--- config.mk ---
export PLATFORM = sky130hd
export DESIGN_NAME = fetch_ctrl
export DESIGN_NICKNAME = d
export VERILOG_FILES = /design/src/rtl/fetch_defs_pkg.sv /design/src/rtl/inst_skid_buf.sv /design/src/rtl/fetch_ctrl.sv
export SDC_FILE = /design/constraint.sdc
export NUM_CORES = 1
export LEC_CHECK = 0
export BUFFER_PORTS_ARGS = -buffer_cell sky130_fd_sc_hd__buf_2
export CORE_ASPECT_RATIO = 0.5
export CORE_UTILIZATION = 41
export DETAILED_ROUTE_END_ITERATION = 7
export PLACE_DENSITY_LB_ADDON = 0.1
export REMOVE_ABC_BUFFERS = 1
export SLEW_MARGIN = 20
export SYNTH_ARGS = -nofsm -noshare
export SYNTH_HDL_FRONTEND = slang
export SYNTH_HIERARCHICAL = 1
export SYNTH_SLANG_ARGS = --single-unit
--- constraint.sdc ---
create_clock -name clk -period 2.4 [get_ports clk]
set_clock_uncertainty 0.05 [all_clocks]
set_input_delay 0.24 -clock clk [delete_from_list [all_inputs] [get_ports clk]]
set_output_delay 0.24 -clock clk [all_outputs]
set_load 0.03 [all_outputs]
--- src/rtl/fetch_defs_pkg.sv ---
// Shared definitions for the instruction fetch controller: state encodings,
// widths, PC increment and the default reset PC.
package fetch_defs;
    localparam int          INST_W       = 32;
    localparam logic [31:0] PC_INC       = 32'd4;
    localparam logic [31:0] RESET_PC_DEF = 32'h0000_0000;

    typedef enum logic [1:0] {
        IDLE  = 2'd0,
        REQ   = 2'd1,
        STALL = 2'd2,
        FLUSH = 2'd3
    } fetch_state_t;

    typedef struct packed {
        logic [INST_W-1:0] inst;
        logic [INST_W-1:0] pc;
    } fetch_ent_t;
endpackage

--- src/rtl/inst_skid_buf.sv ---
// Output register plus one-entry skid for fetched instructions.
// skid_vld_nxt is the skid occupancy after the coming edge, used by the FSM.
module inst_skid_buf
    import fetch_defs::*;
(
    input  logic       clk,
    input  logic       rst,
    input  logic       flush,
    input  logic       push,
    input  fetch_ent_t push_ent,
    input  logic       stall,
    output logic       out_vld,
    output fetch_ent_t out_ent,
    output logic       skid_vld_nxt
);
    logic       skid_vld;
    fetch_ent_t skid_ent;
    logic       deliver;
    logic       out_vld_nxt;
    logic       load_out;
    logic       load_skid;
    logic       move;

    always_comb begin
        deliver      = out_vld & ~stall;
        out_vld_nxt  = out_vld;
        skid_vld_nxt = skid_vld;
        load_out     = 1'b0;
        load_skid    = 1'b0;
        move         = 1'b0;
        if (flush) begin
            out_vld_nxt  = 1'b0;
            skid_vld_nxt = 1'b0;
        end else if (deliver || !out_vld) begin
            // Output slot frees up: skid drains first, new data backfills.
            if (skid_vld) begin
                move         = 1'b1;
                out_vld_nxt  = 1'b1;
                skid_vld_nxt = push;
                load_skid    = push;
            end else begin
                out_vld_nxt = push;
                load_out    = push;
            end
        end else if (push) begin
            skid_vld_nxt = 1'b1;
            load_skid    = 1'b1;
        end
    end

    always_ff @(posedge clk) begin
        if (rst) begin
            out_vld  <= 1'b0;
            skid_vld <= 1'b0;
            out_ent  <= '0;
            skid_ent <= '0;
        end else begin
            out_vld  <= out_vld_nxt;
            skid_vld <= skid_vld_nxt;
            if (move)      out_ent  <= skid_ent;
            if (load_out)  out_ent  <= push_ent;
            if (load_skid) skid_ent <= push_ent;
        end
    end
endmodule

--- src/rtl/fetch_ctrl.sv ---
// Instruction fetch controller: FSM and fetch PC driving a single-outstanding
// memory read, with redirect handling and a skid-buffered output.
module fetch_ctrl
    import fetch_defs::*;
#(
    parameter logic [31:0] RESET_PC = RESET_PC_DEF
) (
    input  logic              clk,
    input  logic              rst,
    input  logic              stall_i,
    input  logic              branch_flag_i,
    input  logic [31:0]       branch_target_i,
    output logic              mem_req_o,
    output logic [31:0]       mem_addr_o,
    input  logic              mem_ack_i,
    input  logic [INST_W-1:0] mem_rdata_i,
    output logic              inst_valid_o,
    output logic [INST_W-1:0] inst_o,
    output logic [31:0]       pc_o
);
    fetch_state_t state, nxt;
    logic [31:0]  pc, pc_nxt;
    logic [31:0]  pend, pend_nxt;
    logic         push;
    logic         skid_vld_nxt;
    fetch_ent_t   push_ent, out_ent;

    assign mem_req_o  = (state == REQ) || (state == FLUSH);
    assign mem_addr_o = pc;
    assign push       = (state == REQ) && mem_ack_i && !branch_flag_i;
    assign push_ent   = '{inst: mem_rdata_i, pc: pc};

    always_comb begin
        nxt      = state;
        pc_nxt   = pc;
        pend_nxt = pend;
        case (state)
            IDLE: begin
                nxt = REQ;
                if (branch_flag_i) pc_nxt = branch_target_i;
            end
            REQ: begin
                if (branch_flag_i) begin
                    // Without an ack the old request must still complete.
                    if (mem_ack_i) pc_nxt = branch_target_i;
                    else begin
                        pend_nxt = branch_target_i;
                        nxt      = FLUSH;
                    end
                end else if (mem_ack_i) begin
                    pc_nxt = pc + PC_INC;
                    nxt    = skid_vld_nxt ? STALL : REQ;
                end
            end
            STALL: begin
                if (branch_flag_i) begin
                    pc_nxt = branch_target_i;
                    nxt    = REQ;
                end else if (!skid_vld_nxt) begin
                    nxt = REQ;
                end
            end
            FLUSH: begin
                if (mem_ack_i) begin
                    pc_nxt = branch_flag_i ? branch_target_i : pend;
                    nxt    = REQ;
                end else if (branch_flag_i) begin
                    pend_nxt = branch_target_i;
                end
            end
            default: nxt = IDLE;
        endcase
    end

    always_ff @(posedge clk) begin
        if (rst) begin
            state <= IDLE;
            pc    <= RESET_PC;
            pend  <= '0;
        end else begin
            state <= nxt;
            pc    <= pc_nxt;
            pend  <= pend_nxt;
        end
    end

    inst_skid_buf u_buf (
        .clk          (clk),
        .rst          (rst),
        .flush        (branch_flag_i),
        .push         (push),
        .push_ent     (push_ent),
        .stall        (stall_i),
        .out_vld      (inst_valid_o),
        .out_ent      (out_ent),
        .skid_vld_nxt (skid_vld_nxt)
    );

    assign inst_o = out_ent.inst;
    assign pc_o   = out_ent.pc;
endmodule
==> out/metrics.yaml, run 1 <==
clocking:
  post_cts_buffers: 0
  insertion_delay_ns: 0.45
  cts_buffer_depth: 2
  cts_hold_buf: 56
  cts_root_buf: "clkbuf_16"
  numCtsBuffers: 17
  ctsResizeCount: 0
  cts-htree-levels: 4
  cts_tree: "yes"
  clkSinkCount: 196
  clk_pin_slew_worst_paths_ns: 0.07
yosys:
  synthDistinctLibCells: 52
  avgSynthCellArea_um2: 7.95
  ys_seq_area_share_pct: 41.2
  synth_edf_count: 0
  ys.flop_type: "dfxtp_1"
  synth_area_mm2: 0.00953
  synthArstFlopShare_pct: 0
  synthCells: 1198
  ys_ff_latch: 196
  yosysWarnings: 6
worst_setup_path:
  critPathLaunch: "mem_addr_o[2]"
  endpoint: "mem_addr_o[19]"
  r2r_end: "mem_addr_o[19]"
  reg2reg_slack_ns: 0.20
  path_buf_inv: 1
  cp_cell_sequence: "buf_4, and4_1, nand4_1, nor3_1, xnor2_1, a21oi_1"
  worstSetupStartpointType: "flop"
  ff2ff_path_depth: 6
  cp-end-kind: "flop"
  cp_data_arrival_time_ns: 2.49
  crit_type: "reg -> reg"
  r2r-start: "mem_addr_o[2]"
  critical_path.top_delay_family: "simple AND/OR/NAND/NOR gates"
  max_stage_delay_ns: 0.43
  cp_slowest_cell: "nand4_1"
  crit_fanout: 9
  crit_cells: 6
  worstPathRequired_ns: 2.69
sta:
  finalSetupViolations: 0
  tns_ns: 0
  tightest_slew_ns: 1.00
  rsz0062_at_grt: "no"
  fmax_mhz: 454
  hold_violations: 0
  fin_crit_ns: 2.20
  slew_headroom_pct: 33.1
  finalMaxSlewViolations: 0
  hold_ws_ns: 0.0142
  min_period_over_period_pct: 91.8
cells_and_area:
  final_layout_size_suffix_gt1_share_pct: 21.4
  area_growth_pct: 24.5
  final_nets: 1436
  antennaDiodeCount: 0
  nFillCells: 2088
  stdcell_count: 1677
  final_area_mm2: 0.0119
floorplanning:
  dieArea_mm2: 0.0239
  io_pins: 167
  die_w_um: 218
  coreArea_mm2: 0.0222
  initial_core_util_pct: 42.9
  rows: 38
  die_y_um: 110
global_routing:
  gr-max-usage-layer: "met2"
  grt_first_pass_wirelength_mm: 49.0
  grt_use_met3_pct: 4.81
  antenna_found_initial: 0
  track_usage_pct: 26.2
  gr-total-overflow: 0
  use_met1_pct: 36.0
  grt_start_max_net_pins: 119
  grtUsageMet2_pct: 41.2
  grt_pass1_vias: 9085
status:
  violations: "DRC"
  status: "complete, but fails checks"
placement:
  numPortBuffers: 166
  gp_congestion: 0.796
  dp_hpwl_mm: 19.1
  dp.cells: 1591
  placed_area_mm2: 0.0107
route:
  first_pass_iters: 8
  num_vias: 9891
  drt-initial-drc-count: 1143
  viasPerCell: 5.90
  drc: 1
  wl_per_cell_um: 18.8
  wl_mm: 31.5
  antenna_left: 0
flow_run:
  max-cap-violations: 0
power:
  p_leak_nw: 4.25
  peakVddDrop_v: 0.000371
  p_per_area_mw_per_mm2: 623
hold_path:
  worstHoldPathType: "in -> reg"
[worst reg2reg max path, cell delays in order, from the launching register on]
cell,delay [ns]
dfxtp_1,0.42
buf_4,0.18
and4_1,0.34
nand4_1,0.43
nor3_1,0.39
xnor2_1,0.19
a21oi_1,0.10
[cell families after synthesis]
logic type | share of synthesized area [%]
buffers and inverters | 6.96
AOI/OAI and AO/OA | 31.3
DFF | 41.2
adders and majority gates | 0.131
and+or+nand+nor | 15.8
xor gates and xnor gates | 2.29
muxes | 2.34
[through the flow]
step           total power [mW]  setup WS, ns  utilization, %
2_1_floorplan              4.07         -2.29               -
3_3_place_gp               4.58         0.265            48.4
3_5_place_dp               4.60         0.239            48.4
4_1_cts                    7.44         0.211            53.4
5_1_grt                    7.66       0.00501            53.4
6_report                   7.39         0.196            53.4
[layer usage]
layer / part of all wire (%) / vias up
met4: 1.2 / 0
met3: 6.7 / 26
met1: 46 / 4751
met5: 0 / -
met2: 46 / 343
li1: - / 4771
[worst min-delay path by stage]
stage,from,depth (start not counted),to,slack (ns)
2_1_floorplan,rst,1,pend[0],0.26
6_report,mem_rdata_i[2],3,u_buf/skid_ent[34],0.01
3_5_place_dp,pend[6],2,pend[6],0.40
5_1_grt,mem_rdata_i[2],3,u_buf/skid_ent[34],0.02
4_1_cts,mem_rdata_i[21],3,u_buf/skid_ent[53],0.0005
3_3_place_gp,pend[6],2,pend[6],0.39
[synth_stat cells, types with 2 or more instances]
master	instances	area [µm²]
nor4_2	2	25.0
nand2_1	86	323
a21oi_2	4	35.0
a31oi_1	2	12.5
and3_1	3	18.8
a211o_1	18	158
inv_1	7	26.3
nand2b_1	3	18.8
or4_1	2	15.0
xnor2_1	18	158
buf_4	12	90.1
clkbuf_1	72	270
buf_1	3	11.3
nor3_1	11	55.1
a2111oi_0	5	43.8
nor3_2	4	40.0
dfxtp_1	196	3920
and4_1	4	35.0
o22ai_1	44	275
nor2b_1	7	43.8
nor2_1	44	165
buf_2	36	180
clkbuf_2	5	25.0
buf_6	5	56.3
nand3_1	134	671
o21ai_0	143	716
mux2i_1	2	20.0
and2_1	3	18.8
a211oi_1	9	67.6
mux2_2	18	203
a311oi_1	66	578
a21oi_1	201	1010
o21ai_1	4	20.0
nand4_1	3	18.8
xor2_1	5	43.8
[placed cells by master, fill, tap and decap left out, types with 3 or more instances in the layout]
cell type	synthesis	routed
a2111oi_0	5	5
a211o_1	18	18
a211oi_1	9	9
a21oi_1	201	201
a21oi_2	4	3
a311oi_1	66	66
and3_1	3	3
and4_1	4	4
buf_12	0	12
buf_2	36	165
buf_4	12	48
clkbuf_16	0	17
clkbuf_8	0	3
clkinv_2	0	3
dfxtp_1	196	196
dlygate4sd3_1	0	56
inv_1	7	6
mux2_2	18	18
nand2_1	86	86
nand3_1	134	134
nand4_1	3	3
nor2_1	44	43
nor2b_1	7	7
nor3_1	11	11
nor3_2	4	4
o21ai_0	143	143
o21ai_1	4	4
o22ai_1	44	44
xnor2_1	18	18
xor2_1	5	5
[area by class of cell]
class,count,area (µm²),share of cell area (%)
clock inverters,8,77.6,0.654
inverters,8,30.0,0.253
multi-input cells,861,4980,42.0
repair buffers,282,2000,16.9
well taps,300,375,3.17
flip-flops and latches,196,3920,33.1
clock buffers,22,474,4.00
[sequential cells by signal, indices dropped and copies added, names as in the netlist]
| name | count |
|---|---|
| pend | 32 |
| state | 2 |
| u_buf/out_vld | 1 |
| u_buf/skid_ent | 64 |
| u_buf/out_ent | 64 |
| mem_addr_o | 32 |
| u_buf/skid_vld | 1 |
[where the power goes]
| part | leakage, nW | internal [mW] | switching (mW) |
|---|---|---|---|
| logic | 2.39 | 0.435 | 0.724 |
| registers | 1.59 | 3.35 | 0.0929 |
| clock network | 0.268 | 1.50 | 1.28 |
| total | 4.25 | 5.29 | 2.10 |
Note: power is estimated with default switching activity, not from simulation.
==> run 2: changes to the inputs <==
--- a/config.mk
+++ b/config.mk
@@ -6,13 +6,14 @@
 export NUM_CORES = 1
 export LEC_CHECK = 0
 export BUFFER_PORTS_ARGS = -buffer_cell sky130_fd_sc_hd__buf_2
+export CELL_PAD_IN_SITES_DETAIL_PLACEMENT = 1
+export CELL_PAD_IN_SITES_GLOBAL_PLACEMENT = 1
 export CORE_ASPECT_RATIO = 0.5
-export CORE_UTILIZATION = 41
+export CORE_UTILIZATION = 37
 export DETAILED_ROUTE_END_ITERATION = 7
 export PLACE_DENSITY_LB_ADDON = 0.1
 export REMOVE_ABC_BUFFERS = 1
 export SLEW_MARGIN = 20
 export SYNTH_ARGS = -nofsm -noshare
 export SYNTH_HDL_FRONTEND = slang
-export SYNTH_HIERARCHICAL = 1
 export SYNTH_SLANG_ARGS = --single-unit
==> out/metrics.yaml, run 2 <==
floorplanning:
  coreArea_mm2: 0.0231  # was 0.0222 mm²
  die_y_um: 111  # was 110 µm
  rows: 39  # was 38
  dieArea_mm2: 0.0246  # was 0.0239 mm²
  initial_core_util_pct: 38.3  # was 42.9%
  die_w_um: 221  # was 218 µm
  io_pins: 167  # unchanged
clocking:
  clkSinkCount: 196  # unchanged
  cts_hold_buf: 60  # was 56
  cts-htree-levels: 4  # unchanged
  post_cts_buffers: 0  # unchanged
  cts_tree: "yes"  # unchanged
  insertion_delay_ns: 0.45  # about the same
  clk_pin_slew_worst_paths_ns: 0.08  # was 0.07 ns
  numCtsBuffers: 17  # unchanged
  ctsResizeCount: 0  # unchanged
  cts_buffer_depth: 2  # unchanged
  cts_root_buf: "clkbuf_16"  # unchanged
status:
  violations: "DRC"  # unchanged
  status: "complete, but fails checks"  # unchanged
yosys:
  ys_ff_latch: 196  # unchanged
  synth_area_mm2: 0.00886  # was 0.00953 mm²
  ys.flop_type: "dfxtp_1"  # unchanged
  avgSynthCellArea_um2: 8.21  # was 7.95 µm²
  synthDistinctLibCells: 60  # was 52
  ys_seq_area_share_pct: 44.3  # was 41.2%
  synth.area.top_cells: "dfxtp_1 44%, nand2_1 8.9%, mux2i_1 8.0%"  # was dfxtp_1 41%, a21oi_1 11%, o21ai_0 7.5%
  synth_top_cell_area_share_pct: 44.3  # was 41.2%
  yosysWarnings: 0  # was 6
  synth.top_cells.by_count: "210 x nand2_1, 196 x dfxtp_1, 123 x a21oi_1"  # was 201 x a21oi_1, 196 x dfxtp_1, 143 x o21ai_0
  synthArstFlopShare_pct: 0  # unchanged
  yosysMostFrequentCell: "nand2_1"  # was a21oi_1
  synth_edf_count: 0  # unchanged
  synth_area_leader_cell: "dfxtp_1"  # unchanged
  synthCells: 1079  # was 1198
route:
  num_vias: 8852  # was 9891
  first_pass_iters: 7  # was 8
  drc: 7  # was 1
  wl_mm: 31.2  # was 31.5 mm
  met1_length_mm: 15.2  # was 14.6 mm
  drt-initial-drc-count: 595  # was 1143
  wl_per_cell_um: 19.7  # was 18.8 µm
  route.met3.wl_mm: 1.30  # was 2.10 mm
  route.met2.wl_mm: 14.3  # was 14.4 mm
  top_layer: "met4"  # unchanged
  antenna_left: 0  # unchanged
  viasPerCell: 5.57  # was 5.90
cells_and_area:
  layout.cells.most_common_list: "209 x nand2_1, 196 x dfxtp_1, 165 x buf_2"  # was 201 x a21oi_1, 196 x dfxtp_1, 165 x buf_2
  post-route-util_pct: 48.8  # was 53.4%
  reg_top3: "u_buf.out_ent x64, u_buf.skid_ent x64"  # was u_buf/out_ent x64, u_buf/skid_ent x64
  final_nets: 1340  # was 1436
  seqCellArea_mm2: 0.00392  # unchanged
  antennaDiodeCount: 0  # unchanged
  final_layout_size_suffix_gt1_share_pct: 19.8  # was 21.4%
  area_growth_pct: 27.3  # was 24.5%
  nFillCells: 2798  # was 2088
  multiInputGateArea_mm2: 0.00453  # was 0.00498 mm²
  layout_commonest_cell: "nand2_1"  # was a21oi_1
  final_area_mm2: 0.0113  # was 0.0119 mm²
placement:
  dp_hpwl_mm: 20.4  # was 19.1 mm
  numPortBuffers: 166  # unchanged
  dp_slack_ns: 0.277  # was 0.239 ns
  gp_congestion: 0.799  # was 0.796
  placed_area_mm2: 0.0101  # was 0.0107 mm²
global_routing:
  grt_first_pass_wirelength_mm: 49.9  # was 49.0 mm
  grt_pass1_vias: 8963  # was 9085
  grt_start_max_net_pins: 110  # was 119
  antenna_found_initial: 0  # unchanged
  gr-total-overflow: 0  # unchanged
  track_usage_pct: 25.6  # was 26.2%
power:
  p_sw_share_pct: 29.2  # was 28.4%
  peakVddDrop_v: 0.000370  # was 0.000371 V
  clkPwrFrac_pct: 37.5  # was 37.7%
  power_mw: 7.33  # was 7.39 mW
  power_switching_mw: 2.14  # was 2.10 mW
  p_comb_share_pct: 14.8  # was 15.7%
  p_leak_nw: 4.77  # was 4.25 nW
  pwr-share-seq_pct: 47.7  # was 46.7%
  internal_power_mw: 5.19  # was 5.29 mW
  p_per_area_mw_per_mm2: 650  # was 623 mW/mm²
worst_setup_path:
  cp_data_arrival_time_ns: 2.49  # about the same
  worstPathRequired_ns: 2.73  # was 2.69 ns
  crit_type: "reg -> reg"  # unchanged
  cp-end-kind: "flop"  # unchanged
  worstSetupStartpointType: "flop"  # unchanged
  crit_fanout: 12  # was 9
sta:
  min_period_over_period_pct: 90.2  # was 91.8%
  fmax_mhz: 462  # was 454 MHz
  slew_headroom_pct: 57.9  # was 33.1%
  layout_setup_ws_ns: 0.236  # was 0.196 ns
  hold_violations: 0  # unchanged
  finalSetupViolations: 0  # unchanged
  finalMaxSlewViolations: 0  # unchanged
  fin_crit_ns: 2.16  # was 2.20 ns
  tightest_slew_ns: 0.614  # was 1.00 ns
  rsz0062_at_grt: "no"  # unchanged
flow_run:
  max-cap-violations: 0  # unchanged
hold_path:
  worstHoldPathType: "in -> reg"  # unchanged
==> run 2: cells by family (layout without fill, tap and decap cells) <==
logic type               Yosys count  count (layout)  synth area share, %
AND/OR/NAND/NOR                  377             377                 18.8
AO/OA/AOI/OAI                    318             318                 22.9
flip-flops                       196             196                 44.3
buffers and inverters            108             311                 5.05
multiplexers                      72              72                 8.15
XOR/XNOR                           7               7                0.692
adder cells (fa/ha/maj)            1               1                0.141
==> run 2: power groups by stage <==
| stage | clock network (mW) | logic (mW) | registers, mW |
|---|---|---|---|
| 5_1_grt | 2.94 | 1.16 | 3.52 |
| 2_1_floorplan | 0 | 0.321 | 3.77 |
| 6_report | 2.75 | 1.08 | 3.50 |
| 4_1_cts | 2.81 | 1.08 | 3.50 |
| 3_3_place_gp | 0 | 0.978 | 3.56 |
| 3_5_place_dp | 0 | 1.00 | 3.57 |
==> run 2: path summary, 6_finish.rpt <==
check | from | end | slack (ns) | depth (start not counted)
worst max register to register | mem_addr_o[3] | mem_addr_o[24] | 0.24 | 5
worst max-delay path | mem_addr_o[3] | mem_addr_o[24] | 0.24 | 5
worst min-delay path | branch_target_i[16] | pend[16] | 0.02 | 3
worst min register to register | u_buf.skid_ent[5] | u_buf.skid_ent[5] | 0.40 | 2
==> run 2: metal layers <==
layer / GRT usage [%] / vias to the layer above
met4: 7.60 / 0
met2: 41.7 / 217
li1: - / 4220
met3: 4.17 / 38
met1: 35.0 / 4377
met5: 0 / -
==> run 2: per-stage QoR <==
| step | setup TNS (ns) | hold slack (ns) | std cells |
|---|---|---|---|
| floorplan | -193.87 | 0.259 | 977 |
| global placement | 0 | 0.388 | 1498 |
| detailed placement | 0 | 0.395 | 1498 |
| CTS | 0 | 0.00324 | 1589 |
| global route | 0 | 0.0118 | 1589 |
| finish | 0 | 0.0172 | 1589 |
==> run 2: final cells by class <==
class,count,area share [%]
Clock buffer,22,4.21
Clock inverter,9,0.632
Inverter,6,0.200
Multi-Input combinational cell,775,40.2
Sequential cell,196,34.8
Tap cell,307,3.41
Timing Repair Buffer,274,16.6
==> run 2: worst max-delay path: stages, from the launching register on <==
cell and delay [ns]:
dfxtp_1 0.48, ha_1 0.25, nand3_1 0.13, nand2b_1 0.39
or4_1 0.59, a31oi_1 0.18
==> run 3: changes to the inputs <==
--- a/config.mk
+++ b/config.mk
@@ -5,11 +5,12 @@
 export SDC_FILE = /design/constraint.sdc
 export NUM_CORES = 1
 export LEC_CHECK = 0
+export ABC_AREA = 1
 export BUFFER_PORTS_ARGS = -buffer_cell sky130_fd_sc_hd__buf_2
 export CELL_PAD_IN_SITES_DETAIL_PLACEMENT = 1
 export CELL_PAD_IN_SITES_GLOBAL_PLACEMENT = 1
 export CORE_ASPECT_RATIO = 0.5
-export CORE_UTILIZATION = 37
+export CORE_UTILIZATION = 35
 export DETAILED_ROUTE_END_ITERATION = 7
 export PLACE_DENSITY_LB_ADDON = 0.1
 export REMOVE_ABC_BUFFERS = 1
==> out/metrics.yaml, run 3 <==
yosys:
  yosysMostFrequentCell: "nand2_1"  # unchanged
  synth.area.top_cells: "dfxtp_1 44%, nand2_1 17%, a21oi_1 8.7%"  # was dfxtp_1 44%, nand2_1 8.9%, mux2i_1 8.0%
  synth.top_cells.by_count: "410 x nand2_1, 196 x dfxtp_1, 156 x a21oi_1"  # was 210 x nand2_1, 196 x dfxtp_1, 123 x a21oi_1
  synth_area_mm2: 0.00895  # was 0.00886 mm²
  synthDistinctLibCells: 31  # was 60
  avgSynthCellArea_um2: 6.84  # was 8.21 µm²
  synth_top_cell_area_share_pct: 43.8  # was 44.3%
  yosysWarnings: 0  # unchanged
  ys_ff_latch: 196  # unchanged
  ys_seq_area_share_pct: 43.8  # was 44.3%
  ys.flop_type: "dfxtp_1"  # unchanged
  synthCells: 1309  # was 1079
  synth_area_leader_cell: "dfxtp_1"  # unchanged
  synthArstFlopShare_pct: 0  # unchanged
  synth_edf_count: 0  # unchanged
hold_path:
  worstHoldPathType: "in -> reg"  # unchanged
clocking:
  insertion_delay_ns: 0.46  # was 0.45 ns
  post_cts_buffers: 0  # unchanged
  clkSinkCount: 196  # unchanged
  cts_root_buf: "clkbuf_16"  # unchanged
  cts_tree: "yes"  # unchanged
  cts_buffer_depth: 2  # unchanged
  clk_pin_slew_worst_paths_ns: 0.08  # about the same
  cts-htree-levels: 4  # unchanged
  numCtsBuffers: 17  # unchanged
cells_and_area:
  area_growth_pct: 20.9  # was 27.3%
  stdcell_count: 1800  # was 1589
  nFillCells: 3209  # was 2798
  layout.cells.most_common_list: "409 x nand2_1, 196 x dfxtp_1, 166 x buf_2"  # was 209 x nand2_1, 196 x dfxtp_1, 165 x buf_2
  final_area_mm2: 0.0108  # was 0.0113 mm²
  antennaDiodeCount: 0  # unchanged
  final_nets: 1522  # was 1340
  post-route-util_pct: 44.1  # was 48.8%
  final_layout_size_suffix_gt1_share_pct: 17.0  # was 19.8%
  layout_commonest_cell: "nand2_1"  # unchanged
  reg_top3: "u_buf.out_ent x64, u_buf.skid_ent x64"  # unchanged
worst_setup_path:
  ff2ff_path_depth: 11  # was 5
  crit_fanout: 7  # was 12
  reg2reg_slack_ns: 0.18  # was 0.24 ns
  worstPathRequired_ns: 2.74  # was 2.73 ns
  max_stage_delay_ns: 0.48  # was 0.59 ns
  cp_data_arrival_time_ns: 2.56  # was 2.49 ns
  worstSetupStartpointType: "flop"  # unchanged
  critPathLaunch: "mem_addr_o[3]"  # unchanged
  r2r_end: "mem_addr_o[24]"  # unchanged
  r2r-start: "mem_addr_o[3]"  # unchanged
  endpoint: "mem_addr_o[24]"  # unchanged
  crit_top_cell: "nand2_1"
  cp-end-kind: "flop"  # unchanged
  cp_slowest_cell: "dfxtp_1"  # was or4_1
  crit_type: "reg -> reg"  # unchanged
  cp_cell_sequence: "ha_1, nand2_1, nor2_2, nand2_1, nor2_1, nand3_1, nand2_1, nand2_1, nand2_1, nand2_1, a21oi_1"  # was ha_1, nand3_1, nand2b_1, or4_1, a31oi_1
sta:
  slew_headroom_pct: 40.3  # was 57.9%
  finalSetupViolations: 0  # unchanged
  layout_setup_ws_ns: 0.179  # was 0.236 ns
  min_period_over_period_pct: 92.5  # was 90.2%
  fmax_mhz: 450  # was 462 MHz
  tightest_slew_ns: 0.896  # was 0.614 ns
  hold_ws_ns: 0.00990  # was 0.0172 ns
  rsz0062_at_grt: "no"  # unchanged
  finalMaxSlewViolations: 0  # unchanged
  fin_crit_ns: 2.22  # was 2.16 ns
  hold_violations: 0  # unchanged
placement:
  dp_hpwl_mm: 22.2  # was 20.4 mm
  dp_slack_ns: 0.249  # was 0.277 ns
  numPortBuffers: 166  # unchanged
  dp.cells: 1758  # was 1498
  placed_area_mm2: 0.0102  # was 0.0101 mm²
  gp_congestion: 0.834  # was 0.799
floorplanning:
  die_w_um: 228  # was 221 µm
  io_pins: 167  # unchanged
  dieArea_mm2: 0.0263  # was 0.0246 mm²
  rows: 40  # was 39
  die_y_um: 115  # was 111 µm
  initial_core_util_pct: 36.5  # was 38.3%
  coreArea_mm2: 0.0245  # was 0.0231 mm²
route:
  wl_mm: 33.2  # was 31.2 mm
  drt-initial-drc-count: 487  # was 595
  antenna_left: 0  # unchanged
  viasPerCell: 5.36  # was 5.57
  wl_per_cell_um: 18.4  # was 19.7 µm
  drc: 0  # was 7
  first_pass_iters: 5  # was 7
  num_vias: 9651  # was 8852
global_routing:
  grt_pass1_vias: 9613  # was 8963
  antenna_found_initial: 0  # unchanged
  track_usage_pct: 25.6  # about the same
  grt_start_max_net_pins: 85  # was 110
  grt_first_pass_wirelength_mm: 52.5  # was 49.9 mm
  gr-total-overflow: 0  # unchanged
power:
  p_leak_nw: 4.27  # was 4.77 nW
  p_per_area_mw_per_mm2: 682  # was 650 mW/mm²
  peakVddDrop_v: 0.000448  # was 0.000370 V
flow_run:
  max-cap-violations: 0  # unchanged
status:
  status: "finished clean"  # was complete, but fails checks
-- run 3: cell type report --
cell class              count  area [µm²]  area share (%)
clock buffers              20         457            4.22
repair buffers            214        1290            12.0
multi-input cells         983        4480            41.4
well taps                 336         420            3.88
clock inverters            11        96.3           0.890
inverters                  40         150            1.39
flip-flops and latches    196        3920            36.3
-- run 3: worst min path at each step --
stage                       startpoint                 end  slack, ns  depth (start not counted)
floorplan                          rst    u_buf.out_ent[0]       0.26                          1
global placement    u_buf.skid_ent[14]  u_buf.skid_ent[14]       0.41                          2
detailed placement    u_buf.out_ent[8]    u_buf.out_ent[8]       0.42                          2
CTS                    mem_rdata_i[12]  u_buf.skid_ent[44]     0.0005                          3
global route           mem_rdata_i[14]   u_buf.out_ent[46]      0.008                          3
finish                 mem_rdata_i[12]  u_buf.skid_ent[44]       0.01                          3
-- run 3: worst max-delay path, delay by kind of cell (launching register included) --
| family | cells | cell delay [ns] |
|---|---|---|
| fa+ha+maj | 1 | 0.24 |
| compound gates | 1 | 0.13 |
| flops | 1 | 0.48 |
| simple gates | 9 | 1.24 |
-- run 3: cell families (layout without fill, tap and decap cells) --
logic type      Yosys count  count (layout)  synth area share (%)
compound gates          398             398                  24.1
simple gates            580             580                  25.3
buf+inv                 130             285                  6.25
fa+ha+maj                 1               1                 0.140
flops                   196             196                  43.8
xor+xnor                  4               4                 0.391
-- run 3: layer usage --
layer	track usage (%)	routed length, µm	vias to the layer above
li1	-	-	4666
met1	35.3	16800	4752
met2	41.7	14700	208
met3	4.02	1300	25
met4	6.89	369	0
met5	0	0	-
-- run 3: power breakdown --
group          internal [mW]  switching (mW)
sequential              3.37           0.146
combinational          0.329           0.711
clock                   1.41            1.42
-- run 3: per-stage QoR --
step / TNS, ns / total power, mW
global placement: 0 / 4.58
floorplan: -131.35 / 4.11
global route: 0 / 7.68
finish: 0 / 7.38
CTS: 0 / 7.43
detailed placement: 0 / 4.61
-- run 3: repair_timing --
action                                 CTS  global route
hold buffers                            11             0
resized for setup                        0             0
endpoints found under the hold margin   14             0
